## config.mk

```make
export PLATFORM = sky130hd
export DESIGN_NAME = alu_ctrl_seq
export DESIGN_NICKNAME = d
export VERILOG_FILES = /design/src/rtl/alu_ctrl_seq.sv
export SDC_FILE = /design/constraint.sdc
export NUM_CORES = 1
export LEC_CHECK = 0
export ABC_AREA = 0
export BUFFER_PORTS_ARGS = -buffer_cell sky130_fd_sc_hd__buf_2
export CORE_MARGIN = 10
export CORE_UTILIZATION = 55
export CTS_CLUSTER_DIAMETER = 200
export CTS_CLUSTER_SIZE = 10
export DETAILED_ROUTE_END_ITERATION = 8
export GPL_ROUTABILITY_DRIVEN = 0
export MAX_ROUTING_LAYER = met4
export PLACE_DENSITY = 0.84
export SLEW_MARGIN = 20
export SYNTH_ARGS = -nofsm -noshare
export SYNTH_HDL_FRONTEND = slang
export SYNTH_SLANG_ARGS = --single-unit
```

## constraint.sdc

```tcl
create_clock -name Clk -period 2.5 [get_ports Clk]
set_input_delay 0.25 -clock Clk [delete_from_list [all_inputs] [get_ports Clk]]
set_output_delay 0.25 -clock Clk [all_outputs]
set_load 0.02 [all_outputs]
```

## src/rtl/alu_ctrl_seq.sv

```systemverilog
// alu_ctrl_seq
//   Registered ALU control decoder at the ID/EX boundary. Decodes
//   ALUOp/Funct/RT into a 4-bit ALU control word and holds it in a pipeline
//   register. Multiplies occupy the ALU for MUL_CYCLES cycles, and a countdown
//   FSM raises Stall while one is in flight. Undecodable requests pulse
//   Illegal and bump a saturating counter.
// Ports
//   Clk, Rst_n        clock, async active-low reset
//   InValid           decode request this cycle
//   ALUOp/Funct/RT    op class, R-type funct, REGIMM rt select
//   Flush             synchronous kill of in-flight/pending op
//   Ctrl, CtrlValid   registered control word and its valid
//   Stall             upstream must hold (FSM busy with a multiply)
//   Illegal           one-cycle pulse for an undecodable accepted request
//   IllegalCount      saturating count of illegal requests
module alu_ctrl_seq #(
  parameter int MUL_CYCLES = 4,
  parameter int CNT_W      = 8
) (
  input  logic             Clk,
  input  logic             Rst_n,
  input  logic             InValid,
  input  logic [3:0]       ALUOp,
  input  logic [5:0]       Funct,
  input  logic [4:0]       RT,
  input  logic             Flush,
  output logic [3:0]       Ctrl,
  output logic             CtrlValid,
  output logic             Stall,
  output logic             Illegal,
  output logic [CNT_W-1:0] IllegalCount
);

  // Countdown needs to hold MUL_CYCLES-1.
  localparam int CW = (MUL_CYCLES > 1) ? $clog2(MUL_CYCLES) : 1;

  typedef enum logic {IDLE, BUSY} state_t;

  typedef struct packed {
    logic [3:0] code;
    logic       legal;
    logic       mul;
  } dec_t;

  state_t          state_q, state_d;
  logic [CW-1:0]   cnt_q, cnt_d;
  logic [3:0]      ctrl_d;
  logic            cv_d, ill_d;
  logic [CNT_W-1:0] icnt_d;
  dec_t            dec;

  // Pure decode of the request fields.
  always_comb begin
    dec = '{code: 4'b0000, legal: 1'b1, mul: 1'b0};
    case (ALUOp)
      4'd0: begin
        case (Funct)
          6'b100000: dec.code = 4'b0000;
          6'b100010: dec.code = 4'b0001;
          6'b000010: dec.code = 4'b1000;
          6'b100100: dec.code = 4'b0011;
          6'b100101: dec.code = 4'b0100;
          6'b100111: dec.code = 4'b0101;
          6'b101010: dec.code = 4'b1001;
          6'b000000: dec.code = 4'b0111;
          default:   dec.legal = 1'b0;
        endcase
      end
      4'd1:  dec.code = 4'b0000;
      4'd2:  dec.code = 4'b0011;
      4'd3:  dec.code = 4'b0100;
      4'd4:  dec.code = 4'b0110;
      4'd5:  begin dec.code = 4'b0010; dec.mul = 1'b1; end
      4'd7:  dec.code = 4'b1001;
      4'd8:  dec.code = 4'b1010;
      4'd9: begin
        case (RT)
          5'b00000: dec.code = 4'b1110;
          5'b00001: dec.code = 4'b1011;
          default:  dec.legal = 1'b0;
        endcase
      end
      4'd10: dec.code = 4'b1101;
      4'd11: dec.code = 4'b1100;
      4'd12: dec.code = 4'b0001;
      default: dec.legal = 1'b0;
    endcase
  end

  // Next-state / next-output. CtrlValid and Illegal are pulses: default low.
  always_comb begin
    state_d = state_q;
    cnt_d   = cnt_q;
    ctrl_d  = Ctrl;
    cv_d    = 1'b0;
    ill_d   = 1'b0;
    icnt_d  = IllegalCount;
    if (Flush) begin
      // Drops any request this cycle; the illegal counter is left alone.
      state_d = IDLE;
      cnt_d   = '0;
      ctrl_d  = 4'b0000;
    end else begin
      case (state_q)
        IDLE: begin
          if (InValid) begin
            if (!dec.legal) begin
              ctrl_d = 4'b0000;
              ill_d  = 1'b1;
              if (IllegalCount != {CNT_W{1'b1}})
                icnt_d = IllegalCount + CNT_W'(1);
            end else if (dec.mul && (MUL_CYCLES > 1)) begin
              ctrl_d  = dec.code;
              cnt_d   = CW'(MUL_CYCLES - 1);
              state_d = BUSY;
            end else begin
              ctrl_d = dec.code;
              cv_d   = 1'b1;
            end
          end
        end
        BUSY: begin
          // Request inputs are ignored; upstream is holding on Stall.
          if (cnt_q != CW'(1)) begin
            cnt_d = cnt_q - CW'(1);
          end else begin
            cnt_d   = '0;
            cv_d    = 1'b1;
            state_d = IDLE;
          end
        end
        default: state_d = IDLE;
      endcase
    end
  end

  always_ff @(posedge Clk or negedge Rst_n) begin
    if (!Rst_n) begin
      state_q      <= IDLE;
      cnt_q        <= '0;
      Ctrl         <= 4'b0000;
      CtrlValid    <= 1'b0;
      Illegal      <= 1'b0;
      IllegalCount <= '0;
    end else begin
      state_q      <= state_d;
      cnt_q        <= cnt_d;
      Ctrl         <= ctrl_d;
      CtrlValid    <= cv_d;
      Illegal      <= ill_d;
      IllegalCount <= icnt_d;
    end
  end

  // Registered state only, so no input-to-Stall path.
  assign Stall = (state_q == BUSY);

endmodule

```

==> results.json <==
{
  "coreArea_um2": 2022,
  "synth-seq-cells": 17,
  "path_delay_family": "simple AND/OR/NAND/NOR gates",
  "cts_setup_buffers": 0,
  "clock-sinks": 17,
  "power_mw": 0.8066,
  "grt_pass1_vias": 1136,
  "setup_viol": 0,
  "syn_to_final_growth_pct": 17.36,
  "max-cap-violations": 0,
  "critPathKind": "flop to flop",
  "cp_slowest_cell": "dfrtp_1",
  "hold_path_class": "input port to flop",
  "netlist.area_leader.share_pct": 35.34,
  "slowest_delay_ns": 0.47,
  "cp_cell_sequence": "or3b_4, a41oi_2, o211a_4, nand2_4, mux2_4",
  "vias": 1163,
  "drc": 0,
  "multi_input_area_um2": 728.2,
  "syn_inst": 130,
  "cp-startpoint": "Stall",
  "synth_sequential_area_ratio_pct": 35.34,
  "synthTopCellsByCount": "17 x dfrtp_1, 9 x nand2_1, 7 x xnor2_1",
  "clk_pin_slew_worst_paths_ns": 0.10,
  "skew_ns": 0.001323,
  "row_count": 16,
  "synth_most_common_cell": "dfrtp_1",
  "slew_viol_final": 0,
  "syn-cell-area_um2": 1204,
  "dieArea_um2": 4460,
  "die_h_um": 66.78,
  "cts.path.max_buffers": 2,
  "r2r_start": "Stall",
  "outcome": "complete, no violations",
  "cts_resized": 0,
  "n_fill_cell": 161,
  "utilization_pct": 69.86,
  "p_leak_nw": 0.6274,
  "maxClockFrequency_mhz": 548.9,
  "cts-hold-fix-buffers": 1,
  "cts-root-buf": "clkbuf_4",
  "final_hold_viol_count": 0,
  "cp.arrival_ns": 2.01,
  "drt_iter0_drc": 55,
  "fin_tns_setup_ns": 0,
  "ff_latch_area_um2": 425.4,
  "end_kind": "flop",
  "power_density_nw_per_um2": 571.0,
  "worst_pin_slew_ns": 0.5086,
  "yosysWarnings": 0,
  "grt_max_degree": 18,
  "dp_slack_ns": 0.6723,
  "final_layout_size_suffix_gt1_share_pct": 29.01,
  "synthDistinctLibCells": 48,
  "ir_drop_mv": 0.5400,
  "yosysTopAreaCell": "dfrtp_1",
  "rsz0062_at_grt": "false",
  "worstHoldStart": "Flush",
  "synthArstFlopShare_pct": 100.0,
  "required_ns": 2.69,
  "die_w_um": 66.78,
  "fin_crit_ns": 1.822,
  "synthTopCellsByArea": "dfrtp_1 35%, xnor2_1 5.1%, nand2_1 2.8%",
  "cts_tree": "yes",
  "dpl.hpwl_um": 2440,
  "io_buffers": 33,
  "routed_via_density": 6.153,
  "relSlewSlack_pct": 65.89,
  "cp-start-kind": "flop",
  "grt_pass1_wl_um": 4954,
  "clock_latency_ns": 0.29,
  "antenna_cells": 0,
  "cts_made_buffers": 3,
  "start_util_pct": 59.53,
  "wl_per_cell_um": 16.07,
  "antenna_found_initial": 0,
  "synth.net_count": 151,
  "htreeDepth": 1,
  "wl_um": 3038,
  "fin_cells": 189,
  "grt_usage_pct": 14.21,
  "critPathBufInv": 0,
  "nNetsFinal": 184,
  "num_io_pins": 34,
  "ys.flop_type": "dfrtp_1",
  "syn_area_per_cell_um2": 9.259,
  "dr.pass1.iters": 4,
  "fin_ws_ns": 0.6782,
  "postRouteAntennaNets": 0,
  "finalCritPeriodShare_pct": 72.87,
  "place_inst": 184,
  "grt_overflow_total": 0,
  "synth-edff-count": 0,
  "crit_fanout": 8
}
==> routing by layer <==
metal  global-route usage (%)  vias to the layer above  wire length, µm
met5                        -                        -                0
li1                         -                      552                -
met2                    24.05                       44             1511
met1                    15.87                      559             1271
met3                    3.344                        8              205
met4                    4.974                        0               49
==> cells in the final DEF, fill, tap and decap left out, drive strengths merged, types with 2 or more instances in the layout <==
cell	synthesis	routed
ha	2	2
nand4	3	3
or2	2	2
o32a	2	2
inv	6	6
and3	2	2
nand2	10	10
nor3b	2	2
buf	3	33
clkbuf	3	3
a41oi	2	2
nand2b	2	2
a31oi	2	2
nor3	6	6
dfrtp	17	17
a221oi	4	4
o21ai	11	11
a211oi	2	2
nor2	6	6
a21oi	6	6
nor2b	5	5
o31a	2	2
nand3	6	6
xnor2	7	7
==> cells by family after synthesis <==
group / count (synthesis) / synth area share, %
XOR/XNOR: 8 / 5.821
multiplexers: 1 / 1.247
adder cells (fa/ha/maj): 2 / 2.079
buffers and inverters: 12 / 4.157
AO/OA/AOI/OAI: 36 / 24.33
flip-flops: 17 / 35.34
AND/OR/NAND/NOR: 54 / 27.03
==> registers in the layout, summed over array words and instances, names as in the netlist <==
signal / count
Ctrl: 4
Stall: 1
IllegalCount: 8
CtrlValid: 1
cnt_q: 2
Illegal: 1
==> per-stage QoR <==
step	cell area, µm²	hold slack (ns)
finish	1413	0.1793
global route	1413	0.1936
CTS	1413	0.1709
detailed placement	1375	0.1904
global placement	1375	0.1828
floorplan	1204	-0.04559
==> worst paths after layout <==
kind,depth (start not counted),slack (ns),endpoint
max,5,0.68,IllegalCount[1]
min,2,0.18,CtrlValid
max reg2reg,5,0.68,IllegalCount[1]
min reg2reg,2,0.49,Ctrl[3]
max in group asynchronous,2,1.84,IllegalCount[1]
min in group asynchronous,2,0.39,Illegal
==> worst reg2reg max path, delay by kind of cell (launching register included) <==
kind            cells  cell delay (ns)
simple gates        2             0.52
mux                 1             0.31
compound gates      2             0.42
flops               1             0.47
==> final cells by class <==
class / count / area share (%)
well taps: 27 / 2.392
clock buffers: 3 / 1.594
repair buffers: 34 / 12.40
multi-input cells: 101 / 51.55
clock inverters: 1 / 0.3543
inverters: 6 / 1.594
flip-flops and latches: 17 / 30.12
==> report_power, final <==
group | internal [mW] | switching [mW]
Combinational | 0.117 | 0.163
Sequential | 0.316 | 0.0596
Clock | 0.0595 | 0.0919
No activity file was read; power rests on OpenSTA's default activity.
